<file path="src/rtl/muldiv_pkg.sv">
// Shared definitions for the iterative multiply/divide unit:
// op encodings, FSM state constants and small decode helpers.
package muldiv_pkg;

  localparam logic [1:0] OP_MULT  = 2'b00;
  localparam logic [1:0] OP_MULTU = 2'b01;
  localparam logic [1:0] OP_DIV   = 2'b10;
  localparam logic [1:0] OP_DIVU  = 2'b11;

  typedef logic [1:0] state_t;

  localparam state_t ST_IDLE = 2'd0;
  localparam state_t ST_RUN  = 2'd1;
  localparam state_t ST_FIX  = 2'd2;

  function automatic logic is_div(input logic [1:0] op);
    return (op == OP_DIV) || (op == OP_DIVU);
  endfunction

  function automatic logic is_signed(input logic [1:0] op);
    return (op == OP_MULT) || (op == OP_DIV);
  endfunction

endpackage

</file>
<file path="src/rtl/muldiv_abs.sv">
// Conditional two's-complement negate, used both to take operand
// magnitudes and to restore the sign of the final result.
module muldiv_abs #(
  parameter int WIDTH = 32
) (
  input  logic [WIDTH-1:0] in,
  input  logic             neg,
  output logic [WIDTH-1:0] out
);

  // negate when requested; the most negative value maps onto itself,
  // which read as unsigned is exactly its magnitude
  always_comb begin
    out = neg ? (~in + 1'b1) : in;
  end

endmodule

</file>
<file path="src/rtl/muldiv_unit.sv">
// Iterative signed/unsigned multiply and divide engine with built-in
// HI/LO result registers and a start/busy/done handshake.
module muldiv_unit #(
  parameter int WIDTH = 32
) (
  input  logic             clk,
  input  logic             reset,
  input  logic             start,
  input  logic [1:0]       op,
  input  logic [WIDTH-1:0] a,
  input  logic [WIDTH-1:0] b,
  output logic [WIDTH-1:0] hi,
  output logic [WIDTH-1:0] lo,
  output logic             busy,
  output logic             done,
  output logic             div_zero
);

  import muldiv_pkg::*;

  localparam int CW = $clog2(WIDTH + 1);
  localparam logic [CW-1:0] LAST = CW'(WIDTH - 1);

  state_t state;
  logic [CW-1:0] cnt;
  logic div_q;
  logic dz_q;
  logic qneg_q;
  logic rneg_q;
  logic [2*WIDTH-1:0] acc;
  logic [WIDTH-1:0] rem;
  logic [WIDTH-1:0] dvs;

  logic sgn;
  logic a_neg;
  logic b_neg;
  logic start_dz;
  logic [WIDTH-1:0] mag_a;
  logic [WIDTH-1:0] mag_b;
  logic [WIDTH:0] psum;
  logic [WIDTH:0] shifted;
  logic q_ge;
  logic [2*WIDTH-1:0] prod_fix;
  logic [WIDTH-1:0] quo_fix;
  logic [WIDTH-1:0] rem_fix;

  // operand sign decode and the divide-by-zero shortcut
  always_comb begin
    sgn      = is_signed(op);
    a_neg    = sgn & a[WIDTH-1];
    b_neg    = sgn & b[WIDTH-1];
    start_dz = is_div(op) && (b == '0);
  end

  muldiv_abs #(.WIDTH(WIDTH)) u_abs_a (
    .in (a),
    .neg(a_neg),
    .out(mag_a)
  );

  muldiv_abs #(.WIDTH(WIDTH)) u_abs_b (
    .in (b),
    .neg(b_neg),
    .out(mag_b)
  );

  // one shift-add / shift-subtract step of the datapath
  always_comb begin
    psum    = {1'b0, acc[2*WIDTH-1:WIDTH]}
            + (acc[0] ? {1'b0, dvs} : '0);
    shifted = {rem, acc[WIDTH-1]};
    q_ge    = shifted >= {1'b0, dvs};
  end

  muldiv_abs #(.WIDTH(2*WIDTH)) u_fix_prod (
    .in (acc),
    .neg(qneg_q),
    .out(prod_fix)
  );

  muldiv_abs #(.WIDTH(WIDTH)) u_fix_quo (
    .in (acc[WIDTH-1:0]),
    .neg(qneg_q),
    .out(quo_fix)
  );

  muldiv_abs #(.WIDTH(WIDTH)) u_fix_rem (
    .in (rem),
    .neg(rneg_q),
    .out(rem_fix)
  );

  // sequencer: accept in IDLE, iterate in RUN, sign-fix and publish in FIX
  always_ff @(posedge clk or posedge reset) begin
    if (reset) begin
      state    <= ST_IDLE;
      cnt      <= '0;
      div_q    <= 1'b0;
      dz_q     <= 1'b0;
      qneg_q   <= 1'b0;
      rneg_q   <= 1'b0;
      acc      <= '0;
      rem      <= '0;
      dvs      <= '0;
      hi       <= '0;
      lo       <= '0;
      busy     <= 1'b0;
      done     <= 1'b0;
      div_zero <= 1'b0;
    end else begin
      done <= 1'b0;
      case (state)
        ST_IDLE: begin
          if (start) begin
            div_zero <= 1'b0;
            busy     <= 1'b1;
            cnt      <= '0;
            div_q    <= is_div(op);
            dz_q     <= start_dz;
            qneg_q   <= a_neg ^ b_neg;
            rneg_q   <= a_neg;
            acc      <= {{WIDTH{1'b0}}, mag_a};
            rem      <= '0;
            dvs      <= mag_b;
            state    <= start_dz ? ST_FIX : ST_RUN;
          end
        end
        ST_RUN: begin
          cnt <= cnt + 1'b1;
          if (div_q) begin
            rem <= q_ge ? WIDTH'(shifted - {1'b0, dvs})
                        : shifted[WIDTH-1:0];
            acc <= {acc[2*WIDTH-1:WIDTH], acc[WIDTH-2:0], q_ge};
          end else begin
            acc <= {psum, acc[WIDTH-1:1]};
          end
          if (cnt == LAST) begin
            state <= ST_FIX;
          end
        end
        ST_FIX: begin
          busy  <= 1'b0;
          done  <= 1'b1;
          state <= ST_IDLE;
          if (dz_q) begin
            div_zero <= 1'b1;
          end else if (div_q) begin
            hi <= rem_fix;
            lo <= quo_fix;
          end else begin
            {hi, lo} <= prod_fix;
          end
        end
        default: begin
          state <= ST_IDLE;
        end
      endcase
    end
  end

endmodule

</file>
<file path="config.mk">
export PLATFORM = sky130hd
export DESIGN_NAME = muldiv_unit
export DESIGN_NICKNAME = d
export VERILOG_FILES = /design/src/rtl/muldiv_pkg.sv /design/src/rtl/muldiv_abs.sv /design/src/rtl/muldiv_unit.sv
export SDC_FILE = /design/constraint.sdc
export NUM_CORES = 1
export LEC_CHECK = 0
export ABC_AREA = 1
export BUFFER_PORTS_ARGS = -buffer_cell sky130_fd_sc_hd__buf_2
export CORE_MARGIN = 5
export CORE_UTILIZATION = 40
export CTS_CLUSTER_DIAMETER = 200
export DETAILED_ROUTE_END_ITERATION = 6
export GPL_ROUTABILITY_DRIVEN = 0
export PLACE_DENSITY = 0.64
export SYNTH_ARGS = -nofsm -noshare
export SYNTH_HDL_FRONTEND = slang
export SYNTH_SLANG_ARGS = --single-unit
</file>
<file path="constraint.sdc">
create_clock -name clk -period 5.6 [get_ports clk]
set_input_delay 0.28 -clock clk [delete_from_list [all_inputs] [get_ports clk]]
set_output_delay 0.28 -clock clk [all_outputs]
set_load 0.005 [all_outputs]
</file>
==> results of run 1 <==
==> power breakdown <==
group	total, W	internal (W)	switching [W]
sequential	0.00313	0.00218	0.000950
clock	0.00169	0.00101	0.000683
combinational	0.00813	0.00266	0.00547
total	0.0129	0.00584	0.00710
==> cells in the mapped netlist (all sizes together) (19+ instances only) <==
| cell type | instances | area, um2 |
|---|---|---|
| a21oi | 137 | 693 |
| a221oi | 32 | 280 |
| buf | 43 | 294 |
| clkbuf | 51 | 201 |
| dfrtp | 207 | 5180 |
| ha | 69 | 863 |
| inv | 387 | 1450 |
| nand2 | 908 | 3460 |
| nand3 | 311 | 1680 |
| nand4 | 40 | 250 |
| nor2 | 395 | 1570 |
| nor3 | 23 | 135 |
| o21ai | 216 | 1090 |
| or2 | 19 | 119 |
| xnor2 | 21 | 184 |
| xor2 | 43 | 377 |
==> state kept, by name (all words and copies together) (netlist names) <==
signal / flops
hi: 32
qneg_q: 1
dvs: 32
lo: 32
acc: 64
rem: 32
div_zero: 1
cnt: 6
dz_q: 1
div_q: 1
done: 1
busy: 1
rneg_q: 1
state: 2
==> critical path, stage by stage (launching register included) <==
cell and delay [ns]:
sky130_fd_sc_hd__dfrtp_1 1.22, sky130_fd_sc_hd__nand2_1 0.11, sky130_fd_sc_hd__inv_1 0.10, sky130_fd_sc_hd__ha_1 0.16, sky130_fd_sc_hd__inv_1 0.05, sky130_fd_sc_hd__fa_1 0.35
sky130_fd_sc_hd__inv_1 0.08, sky130_fd_sc_hd__nand2_1 0.06, sky130_fd_sc_hd__o21ai_1 0.35, sky130_fd_sc_hd__nand2_1 0.09, sky130_fd_sc_hd__nand2_1 0.15, sky130_fd_sc_hd__nand3_1 0.09
sky130_fd_sc_hd__nand2_1 0.16, sky130_fd_sc_hd__nand2_1 0.07, sky130_fd_sc_hd__nand2_1 0.08, sky130_fd_sc_hd__nand2_1 0.05, sky130_fd_sc_hd__nand2_1 0.06, sky130_fd_sc_hd__o21ai_1 0.06
==> cells in the final DEF, fill, tap and decap left out, types with 21 or more instances in the layout <==
cell,count
sky130_fd_sc_hd__xor2_1,43
sky130_fd_sc_hd__o21ai_0,190
sky130_fd_sc_hd__ha_1,69
sky130_fd_sc_hd__o21ai_1,23
sky130_fd_sc_hd__xnor2_1,21
sky130_fd_sc_hd__nor2_1,369
sky130_fd_sc_hd__nand4_1,40
sky130_fd_sc_hd__nand3_2,25
sky130_fd_sc_hd__clkbuf_16,25
sky130_fd_sc_hd__nand2_1,891
sky130_fd_sc_hd__dfrtp_1,206
sky130_fd_sc_hd__nand3_1,286
sky130_fd_sc_hd__buf_2,135
sky130_fd_sc_hd__inv_1,368
sky130_fd_sc_hd__a221oi_1,32
sky130_fd_sc_hd__a21oi_1,135
==> cell families (layout without fill, tap and decap cells) <==
family | count (synthesis) | count (layout)
flops | 207 | 207
buf+inv | 482 | 587
simple gates | 1723 | 1723
compound gates | 465 | 465
fa+ha+maj | 71 | 71
xor+xnor | 64 | 64
==> metrics by stage <==
step	power [W]	cell area [um2]	instances
CTS	0.0128	20600	3724
finish	0.0129	20600	3724
global placement	0.0111	19800	3679
detailed placement	0.0111	19800	3679
global route	0.0140	20600	3724
floorplan	0.00856	18700	3012
==> area by class of cell <==
| class | instances | share of cell area |
|---|---|---|
| clock inverters | 12 | 0.00698 |
| flip-flops and latches | 207 | 0.251 |
| well taps | 607 | 0.0368 |
| multi-input cells | 2323 | 0.560 |
| inverters | 388 | 0.0708 |
| clock buffers | 32 | 0.0336 |
| repair buffers | 155 | 0.0408 |
==> worst paths after layout <==
check                           to    from
setup / recovery           acc[49]  acc[0]
setup reg to reg           acc[49]  acc[0]
min in group clk           dvs[31]   b[31]
max in group asynchronous   dvs[5]   reset
hold reg to reg              lo[9]   lo[9]
hold / removal             acc[62]   reset
==> layer usage <==
layer | up-vias | share of wire | track usage
li1 | 9928 | - | -
met1 | 9296 | 0.44 | 0.370
met2 | 830 | 0.46 | 0.422
met3 | 115 | 0.077 | 0.0348
met4 | 2 | 0.030 | 0.0683
met5 | - | 0.00019 | 0
==> timing repair <==
action | 4_1_cts | 5_1_grt
endpoints found under the hold margin | 1 | 0
setup buffers | 0 | 0
hold buffers | 1 | 0
==> key figures, run 1 <==
STA
  • Final-layout setup total negative slack: 0 ns
  • Hold Fails Final Rpt: 33
  • Worst Tran Pin Value: approximately 1.3 ns
  • Worst rel slew slack: 0.107
  • Worst setup slack after layout: 2.20 ns
  • Final setup fails: 0
  • Shortest clock period the worst path allows after layout: 3.40 ns
  • Max-slew violation count: 0
  • Fraction of the cycle the final worst path needs: 0.608
  • Final Skew: 0.0140 ns
  • Fmax achieved: around 0.29 GHz
  • Min Hold Slack: -0.0996 ns
  • RSZ-0062 raised after global routing: no

GRT
  • Maximum number of pins on one net before global-route repair: about 160
  • Aggregate global-route resource usage: 0.261
  • GRT Residual Overflow: 0
  • Number of global-route vias before repair: approximately 18,000
  • Global-route wire length before repair: between 100,000 and 150,000 um
  • Initial antenna violation count: 1

Synth
  • Number of nets produced by synthesis: 3,152
  • Share of cell area taken by muxes after synthesis: 0
  • Per-instance average area after synthesis: roughly 6.2 um2
  • Main flop type after synthesis: sky130_fd_sc_hd__dfrtp_1
  • Count of flip-flops with a built-in enable after synthesis: 0
  • Number of instances in the synthesized netlist: 3,012
  • Post-synthesis simple-gate area fraction: 0.397
  • Compound-cell area share of the yosys netlist: 0.142
  • Post-synthesis cell area: around 19,000 um2
  • Largest family of logic cells by synthesized area: simple AND/OR/NAND/NOR gates
  • Number of different library cells in the post-synthesis netlist: between 50 and 60
  • #FFs+latches synth: 207
  • Xor and xnor fraction of the mapped netlist area: 0.0301
  • Sequential-to-total area share from yosys stat: 0.278
  • Synthesis warning total: 0
  • Fraction of synthesis flops using an asynchronous set or reset pin: 1.00
  • Fraction of the mapped netlist area in adder cells: 0.0484

Layout
  • Footprint of the flip-flops and latches: 5180 um2
  • Total of fill cells in the finished design: around 5,000
  • Final cell utilization of the core: 0.445
  • Area delta synth->final: 10.6%
  • Fraction of layout instances using a drive strength above 1: 0.0995
  • Area of the multi-input gates: 11,500 um2
  • Final #Nets: around 3,200
  • ANT cells: 0

Critical path
  • Critical Path RT: ~6 ns
  • Kind of capture point of the worst setup path: flop
  • R2r setup slk: 2.20 ns
  • Maximum net fanout on the critical path: 34
  • Depth of the most critical reg-to-reg path: 17
  • Element type at the critical path start: flop
  • Category of the most critical setup path: reg -> reg
  • Data arrival time at the worst-slack endpoint: around 3.8 ns

Detailed routing
  • Post-detailed-routing wire length: a little under 70,000 um
  • Total number of vias: just over 20,000
  • Number of iterations in the first detailed-routing pass: 6
  • Antenna Nets Post-Route: 0
  • Average wire per standard cell: ~18 um
  • Ratio of routed vias to standard cells: roughly 5.4
  • DRC violations left: 0
  • Number of violations reported at the end of detailed-routing iteration 0: about 2,300

Floorplan
  • Vert. Die Dim: 226 um
  • Starting Density: 0.402
  • Die X: 226 um
  • Total Die Area: between 50,000 and 60,000 um2
  • # rows: 79
  • Area of the core region: between 40,000 and 50,000 um2
  • Number of top-level pins: 136

Clock network
  • CTS tree: done
  • Maximum count of clock buffers along a single path: 3
  • Clock buffer count from CTS: 25
  • Quantity of gates resized following cts: 0
  • Deepest level of the CTS H-tree: 1
  • Insertion delay of the later-clocked pin in the worst-skew pair: about 0.54 ns
  • Root buffer cell: sky130_fd_sc_hd__clkbuf_16
  • TritonCTS sink count: 207
  • Clock-pin slew of the registers on the worst-case setup and hold paths: approximately 0.06 ns

Pwr
  • Peak supply drop: approximately 0.00026 V
  • Total power divided by cell area: 628 nW/um2
  • Lkg Pwr: ~11 nW

Flow run
  • # Max-Cap Violations: 0

Placement
  • Worst slack at placement: about 2.3 ns
  • HPWL after detailed placement: roughly 54,000 um
  • Buffers on Ports: around 140

Status
  • Violated checks: negative hold slack
  • Run status: complete, but fails checks

Worst hold path
  • Hold/Removal Path Class: in -> async
Note: power is estimated with default switching activity, not from simulation.
==> run 2, diff against run 1 <==
- ABC_AREA: 1 -> 0
- clock period: 5.6 -> 2.8 ns (I/O delays scaled with it)
==> key figures, run 2 <==
Status
  • Run status: complete, but fails checks
  • Violated checks: negative setup slack

STA
  • Worst Tran Pin Value: 1.29 ns
  • Worst rel slew slack: 0.138
  • Shortest clock period the worst path allows after layout: ~2.9 ns
  • Fmax achieved: around 0.34 GHz
  • Max-slew violation count: 0
  • Min Hold Slack: roughly 0.025 ns
  • Final setup fails: 13
  • Final Skew: 0.0224 ns
  • Worst setup slack after layout: -0.115 ns
  • Hold Fails Final Rpt: 0
  • Fraction of the cycle the final worst path needs: 1.04
  • RSZ-0062 raised after global routing: yes

Clock network
  • Clock-pin slew of the registers on the worst-case setup and hold paths: around 0.06 ns
  • Clock buffer count from CTS: 26
  • TritonCTS sink count: between 200 and 250
  • Maximum count of clock buffers along a single path: 3
  • Root buffer cell: sky130_fd_sc_hd__clkbuf_16
  • Insertion delay of the later-clocked pin in the worst-skew pair: between 0.5 and 0.6 ns
  • CTS tree: done
  • Deepest level of the CTS H-tree: 1

Detailed routing
  • Total number of vias: between 15,000 and 20,000
  • Number of iterations in the first detailed-routing pass: 5
  • Post-detailed-routing wire length: approximately 51,000 um
  • Number of violations reported at the end of detailed-routing iteration 0: roughly 1,000
  • Antenna Nets Post-Route: 0
  • DRC violations left: 0
  • Average wire per standard cell: 17.8 um
  • Ratio of routed vias to standard cells: 5.49

Critical path
  • Slowest-stage cell, CP: sky130_fd_sc_hd__or4_4
  • Kind of capture point of the worst setup path: flop
  • Maximum net fanout on the critical path: 4
  • Data arrival time at the worst-slack endpoint: 3.31 ns
  • R2r setup slk: -0.12 ns
  • Depth of the most critical reg-to-reg path: 10
  • Element type at the critical path start: flop
  • Longest individual stage delay on the worst path: 0.57 ns
  • Critical Path RT: between 3 and 4 ns
  • Capture point of the worst reg-to-reg path: hi[22]
  • Reg2reg start: acc[14]
  • Critical Path, Cell by Cell: or4_4 > or4_4 > nor3_2 > buf_4 > nand4_1 > buf_4 > buf_6 > o41ai_4 > xor2_1 > o221ai_1
  • Category of the most critical setup path: reg -> reg
  • Crit path from: acc[14]

Synth
  • Synth cell count leaders: sky130_fd_sc_hd__nand2_1, sky130_fd_sc_hd__o21ai_0, sky130_fd_sc_hd__dfrtp_1
  • Number of different library cells in the post-synthesis netlist: 73
  • Library cell with the highest instance count after synthesis: sky130_fd_sc_hd__nand2_1
  • Synthesis warning total: 0
  • Post-synthesis cell area: roughly 15,000 um2
  • Main flop type after synthesis: sky130_fd_sc_hd__dfrtp_1
  • Top cell type by total area after synthesis: sky130_fd_sc_hd__dfrtp_1
  • Sequential-to-total area share from yosys stat: 0.336
  • Area share of the largest cell type after synthesis: 0.336
  • #FFs+latches synth: slightly above 200
  • Fraction of synthesis flops using an asynchronous set or reset pin: 1.00
  • Number of instances in the synthesized netlist: 1,917
  • Number of nets produced by synthesis: ~2,100
  • Per-instance average area after synthesis: ~8 um2
  • Count of flip-flops with a built-in enable after synthesis: 0
  • Most area-consuming cells after synthesis: sky130_fd_sc_hd__dfrtp_1, sky130_fd_sc_hd__o21ai_0, sky130_fd_sc_hd__nand2_1

Layout
  • Area delta synth->final: 38.9%
  • Commonest cells after routing, fill and taps aside: sky130_fd_sc_hd__nand2_1, sky130_fd_sc_hd__buf_4, sky130_fd_sc_hd__dfrtp_1, sky130_fd_sc_hd__o21ai_0, sky130_fd_sc_hd__buf_2
  • Total of fill cells in the finished design: between 3,000 and 4,000
  • Reg with most FFs: acc
  • Final #Nets: approximately 2,500
  • Most frequent standard cell in the layout excluding fill and tap cells: sky130_fd_sc_hd__nand2_1
  • Fraction of layout instances using a drive strength above 1: 0.293
  • Cell Count, Final, Fillers Out: between 2,000 and 3,000
  • Number of flip-flops under the largest register name: 64

Pwr
  • Total power divided by cell area: ~1300 nW/um2
  • Lkg Pwr: just under 10 nW
  • Combinational group share of total power: 0.686
  • Sequential Power Share: 0.181
  • Clk pwr share: 0.132
  • Cell Int Power: around 0.015 W
  • Total net switching power: around 0.013 W
  • Peak supply drop: roughly 0.00087 V
  • Switching part of the total power: 0.453

Worst hold path
  • Hold/Removal Path Class: in -> reg
  • Hold-critical path depth: 3
  • Worst Hold Launch: a[0]
  • Capture endpoint of the worst hold path: acc[0]

GRT
  • Maximum number of pins on one net before global-route repair: 65
  • Global-route wire length before repair: between 70,000 and 80,000 um
  • GRT Residual Overflow: 0
  • Number of global-route vias before repair: roughly 15,000
  • Aggregate global-route resource usage: 0.227
  • Initial antenna violation count: 3

Placement
  • Worst slack at placement: -0.241 ns
  • DP Cell Count: about 2,700
  • Buffers on Ports: around 140
  • HPWL after detailed placement: approximately 38,000 um

Floorplan
  • Die X: between 200 and 250 um
  • Number of top-level pins: about 140
  • Total Die Area: 42,600 um2
  • Starting Density: 0.402
  • Area of the core region: roughly 38,000 um2
  • # rows: 72
  • Vert. Die Dim: just over 200 um

Flow run
  • # Max-Cap Violations: 0
## run 2: per-layer routing
metal / vias to the layer above / GRT usage / wire length, um
met2: 517 / 0.352 / 23200
li1: 7625 / - / -
met5: - / 0 / 13
met4: 2 / 0.0623 / 1220
met3: 84 / 0.0312 / 3350
met1: 7458 / 0.331 / 23100
## run 2: power groups by stage
stage | sequential, W | combinational [W] | clock (W)
CTS | 0.00498 | 0.0165 | 0.00379
finish | 0.00508 | 0.0192 | 0.00371
global route | 0.00521 | 0.0208 | 0.00388
global placement | 0.00494 | 0.0154 | 0
detailed placement | 0.00501 | 0.0157 | 0
floorplan | 0.00504 | 0.00976 | 0
## run 2: cell families after synthesis
| family | share of synthesized area |
|---|---|
| AND/OR/NAND/NOR | 0.197 |
| multiplexers | 0.0279 |
| buffers and inverters | 0.0425 |
| AO/OA/AOI/OAI | 0.226 |
| XOR/XNOR | 0.112 |
| adder cells (fa/ha/maj) | 0.0585 |
| flip-flops | 0.336 |
## run 2: worst max path at each step
stage	endpoint	slack (ns)	depth (start not counted)
3_3_place_gp	rem[31]	-0.15	12
2_1_floorplan	rem[28]	-0.20	13
5_1_grt	rem[28]	-0.25	11
6_report	hi[22]	-0.12	10
4_1_cts	rem[28]	-0.08	13
3_5_place_dp	rem[22]	-0.24	14
## run 2: cell type report
class | instances | area, um2 | share of cell area
timing repair buffer | 478 | 3610 | 0.169
antenna | 2 | 5.00 | 0.000234
sequential | 207 | 5180 | 0.242
inverter | 65 | 255 | 0.0119
tap | 518 | 648 | 0.0303
multi-input combinational | 1539 | 10800 | 0.502
clock inverter | 9 | 179 | 0.00835
clock buffer | 38 | 777 | 0.0363
## run 2: stage by stage
stage	util	cell area (um2)	TNS [ns]	total power [W]
CTS	0.529	20300	-0.403	0.0252
detailed placement	0.484	18600	-4.15	0.0207
global placement	0.484	18600	-1.84	0.0203
finish	0.558	21400	-0.650	0.0280
global route	0.558	21400	-3.96	0.0299
floorplan	-	15500	-5.67	0.0148
## run 2: worst max-delay path: cells and delay by family (launching register included)
kind / cells / cell delay, ns
flops: 1 / 0.38
compound gates: 2 / 0.35
buf+inv: 3 / 0.49
xor+xnor: 1 / 0.19
simple gates: 4 / 1.36
## run 2: what timing repair did
action / in CTS / in global routing
gates cloned: 0 / 5
hold endpoints to repair: 68 / 0
endpoints found under the setup margin: 51 / 72
hold buffers: 39 / 0
buffers inserted: 8 / 21
pin swaps: 38 / 120
resized for setup: 65 / 222
